--- config.mk ---
export PLATFORM = sky130hd
export DESIGN_NAME = gf180mcu_fd_sc_mcu7t5v0__nand4_filt
export DESIGN_NICKNAME = d
export VERILOG_FILES = /design/src/rtl/gf180mcu_fd_sc_mcu7t5v0__nand4_filt.sv
export SDC_FILE = /design/constraint.sdc
export NUM_CORES = 1
export LEC_CHECK = 0
export ABC_AREA = 1
export CAP_MARGIN = 30
export CORE_AREA = 3 3 40 42
export DETAILED_ROUTE_END_ITERATION = 8
export DIE_AREA = 0 0 43 45
export PLACE_DENSITY = 0.53
export SETUP_SLACK_MARGIN = 0.4
export SLEW_MARGIN = 10
export SYNTH_ARGS = -nofsm -noshare
export SYNTH_HDL_FRONTEND = slang
export SYNTH_SLANG_ARGS = --single-unit
--- constraint.sdc ---
create_clock -name CLK -period 3 [get_ports CLK]
set_input_delay 0.75 -clock CLK [delete_from_list [all_inputs] [get_ports CLK]]
set_output_delay 0.75 -clock CLK [all_outputs]
set_load 0.02 [all_outputs]
--- src/rtl/gf180mcu_fd_sc_mcu7t5v0__nand4_filt.sv ---
// Persistence-filtered NAND4: ZN follows the registered NAND term only after THRESH consecutive mismatching cycles.
// Latency THRESH+1 edges from input step to ZN; EN low freezes all state; optional edge pulses under GF180MCU_NAND4_FILT_EDGE_EN.
module gf180mcu_fd_sc_mcu7t5v0__nand4_filt #(
  parameter int CNT_W  = 3,
  parameter int THRESH = 4
) (
  input  logic CLK,
  input  logic RST,
  input  logic EN,
  input  logic A1,
  input  logic A2,
  input  logic A3,
  input  logic A4,
`ifdef GF180MCU_NAND4_FILT_EDGE_EN
  output logic ZN_RISE,
  output logic ZN_FALL,
`endif
  output logic ZN,
  output logic BUSY
);

  localparam logic [CNT_W-1:0] CNT_LAST = CNT_W'(THRESH - 1);

  logic             raw;
  logic             raw_q, raw_d;
  logic             zn_q, zn_d;
  logic [CNT_W-1:0] cnt_q, cnt_d;

  always_comb begin
    raw   = ~(A1 & A2 & A3 & A4);
    raw_d = raw_q;
    zn_d  = zn_q;
    cnt_d = cnt_q;
    if (EN) begin
      raw_d = raw;
      if (raw_q == zn_q) begin
        cnt_d = '0;
      end else if (cnt_q >= CNT_LAST) begin
        // Mismatch has persisted long enough: commit and restart the count.
        zn_d  = raw_q;
        cnt_d = '0;
      end else begin
        cnt_d = cnt_q + CNT_W'(1);
      end
    end
  end

  always_ff @(posedge CLK) begin
    if (RST) begin
      raw_q <= 1'b1;
      zn_q  <= 1'b1;
      cnt_q <= '0;
    end else begin
      raw_q <= raw_d;
      zn_q  <= zn_d;
      cnt_q <= cnt_d;
    end
  end

  assign ZN   = zn_q;
  assign BUSY = (cnt_q != '0);

`ifdef GF180MCU_NAND4_FILT_EDGE_EN
  logic rise_q, rise_d;
  logic fall_q, fall_d;

  // zn_d only differs from zn_q on an enabled edge, so EN=0 yields no pulse.
  always_comb begin
    rise_d = EN & zn_d & ~zn_q;
    fall_d = EN & ~zn_d & zn_q;
  end

  always_ff @(posedge CLK) begin
    if (RST) begin
      rise_q <= 1'b0;
      fall_q <= 1'b0;
    end else begin
      rise_q <= rise_d;
      fall_q <= fall_d;
    end
  end

  assign ZN_RISE = rise_q;
  assign ZN_FALL = fall_q;
`endif

endmodule

==> key figures <==
Critical path
  • CP Max Fanout: 3
  • CP peak stage delay: 590 ps
  • Startpoint types: flip-flop
  • Crit-path cells: inv_1, ha_1, nand2_1, clkdlybuf4s50_1
  • Cell family with most CP delay: buffers and inverters
  • Worst Path Arrival: 1510 ps
  • Buf+Inv Stages, Crit Path: 2
  • Crit end category: output pin
  • Worst endpoint required time: 2250 ps
  • Critical path's slowest cell: clkdlybuf4s50_1
  • Setup Crit Path Kind: reg -> out

Yosys
  • Adder-cell share of the synthesized area: 0.127
  • Sequential fraction of the synthesis area: 0.338
  • Post-Syn Nets: 50
  • Post-synthesis register bit count: 5
  • Post-synthesis mux area share: 0
  • Ranking of synthesized cells by area: dfxtp_1, nand2_1, ha_1, a21oi_2, inv_1
  • Post-synthesis compound-gate area fraction: 0.127
  • Simple-Gate Fraction of Synth Area: 0.333
  • Synth area leader: dfxtp_1
  • Yosys cell types: 12
  • Largest family of logic cells by synthesized area: simple AND/OR/NAND/NOR gates
  • Synthesized area per cell: 7.41 um2
  • Synth Area in XOR/XNOR: 0
  • Share of the synthesized area in the top cell type: 0.338
  • Synthesis Warnings: 0
  • Syn Inst Count: 40
  • Mapped cell area: 297 um2

Final layout
  • Final Net Count: between 60 and 70
  • Area delta synth->final: 42.2%
  • Diode count: 0
  • FILL cells: about 140
  • Share of layout cells above drive strength 1: 0.173
  • Final Util: 0.328

Power
  • Pwr Density: roughly 380 nW/um2
  • Peak supply drop: 0.163 mV
  • Lkg Pwr: 0.000174 uW

Clock network
  • Clock Path Buffers: 2
  • Worst-Skew Late Latency: 240 ps
  • H-tree depth: 1
  • CTS tree: built
  • Total CTS buffers: 3
  • CTS Root Cell: clkbuf_4
  • # Post-CTS Setup Buffers: 0
  • Post-CTS Hold Buffers: 0
  • Reg clk slew, reported paths: 50 ps
  • Clock Sinks: 5
  • Post_cts resized: 0

Timing
  • RSZ-0062 raised after global routing: false
  • Slew Limit Headroom: 0.849
  • Setup TNS after final layout: 0 ps
  • Final period utilization: 0.754
  • Final setup fails: 0
  • Setup Skew: 4.57 ps
  • Final hold vios: 0
  • Worst Slack Setup Final: 739 ps
  • Worst-Margin Slew: 225 ps
  • Maximum clock rate: 442 MHz
  • Fin crit period: 2260 ps
  • Max-slew violations: 0

Route
  • Initial drt markers: 3
  • DRC: 0
  • Wire per inst: 9.06 um
  • Via density: 4.22
  • Post-route ant nets: 0
  • Final WL: 607 um
  • Initial DRT Pass Iterations: 4
  • Routed via count: 283

Run
  • Max-cap viol count: 0

Hold path
  • Hold Path Class: reg -> reg

Placed design
  • Post-DP HPWL: 497 um
  • Buffers on Ports: 8
  • Pre-CTS WS: between 900 and 1000 ps
  • Routability cong.: 0.673

Global routing
  • Vias in the first global route: 262
  • Tot GR Track Use: 0.0783
  • Largest net degree at the start of global routing: 6
  • GRT overflow: 0
  • First-pass GRT wire length: between 1000 and 1500 um
  • Antenna violations before repair: 0

Floorplan
  • Row count: 13
  • Initial Util: 0.231
  • Die X: 43 um
  • Die Area: 1940 um2
  • I/O pin cnt: 9
  • Die span in y: 45 um
  • Core Area: about 1300 um2

Outcome
  • Status: finished, final reports clean
[final timing paths]
path              startpoint  endpoint  slack [ps]  cells after the start
setup reg to reg    cnt_q[1]  cnt_q[1]        1750                      7
hold / removal      cnt_q[2]  cnt_q[2]         500                      2
setup / recovery    cnt_q[0]      BUSY         740                      4
hold reg to reg     cnt_q[2]  cnt_q[2]         500                      2
[cell usage after synthesis]
library cell  count
nand2_2           1
nand3_1           3
inv_1             6
dfxtp_1           5
nand2_1          12
nor2_4            1
a21oi_2           3
nand3_2           1
ha_1              3
o22ai_1           1
o21ai_0           1
nor2_1            3
[flip-flops by register name, summed over array words and instances (netlist names)]
register  cells
ZN            1
cnt_q         3
raw_q         1
[per-stage QoR]
| stage | cell area, um2 | power (uW) | instances | hold WS [ps] |
|---|---|---|---|---|
| after floorplan | 297 | 71.9 | 40 | 463 |
| after global placement | 395 | 81.8 | 63 | 488 |
| after detailed placement | 395 | 82.0 | 63 | 492 |
| after CTS | 422 | 163 | 67 | 499 |
| after global routing | 422 | 171 | 67 | 522 |
| final | 422 | 160 | 67 | 497 |
[cell families (layout without fill, tap and decap cells)]
kind of cell / count (synthesis) / count (layout)
simple gates: 21 / 21
buf+inv: 6 / 18
compound gates: 5 / 5
flops: 5 / 5
fa+ha+maj: 3 / 3
[area by class of cell]
type / instances / area, um2 / share of cell area
inverters: 6 / 22.5 / 0.0534
flip-flops and latches: 5 / 100 / 0.237
multi-input cells: 29 / 174 / 0.412
well taps: 15 / 18.8 / 0.0445
clock buffers: 4 / 26.3 / 0.0623
repair buffers: 8 / 80.1 / 0.190
[layer usage]
| metal | part of all wire | vias up | wire [um] | global-route usage |
|---|---|---|---|---|
| met3 | 0.079 | 0 | 48 | 0.0598 |
| met1 | 0.45 | 126 | 272 | 0.0870 |
| met2 | 0.47 | 6 | 285 | 0.120 |
| met4 | 0 | 0 | 0 | 0.0181 |
| li1 | - | 151 | - | - |
| met5 | 0 | - | 0 | 0 |
[where the power goes]
| part | internal [uW] | switching [uW] | leakage (uW) |
|---|---|---|---|
| Combinational | 8.34 | 4.96 | 0.000119 |
| Sequential | 67.0 | 0.280 | 0.0000404 |
| Clock | 50.4 | 28.9 | 0.0000150 |
[placed cells by master, fill, tap and decap left out]
cell             count
a21oi_2              3
clkbuf_1             1
clkbuf_4             3
clkdlybuf4s50_1      8
dfxtp_1              5
ha_1                 3
inv_1                6
nand2_1             12
nand2_2              1
nand3_1              3
nand3_2              1
nor2_1               3
nor2_4               1
o21ai_0              1
o22ai_1              1
[worst register-to-register path: stages (launching register included)]
cell,delay (ps)
dfxtp_1,330
ha_1,200
ha_1,180
nor2_1,80
nand2_1,110
inv_1,100
nand3_2,80
a21oi_2,110
Power figures use the tool's default switching activity.
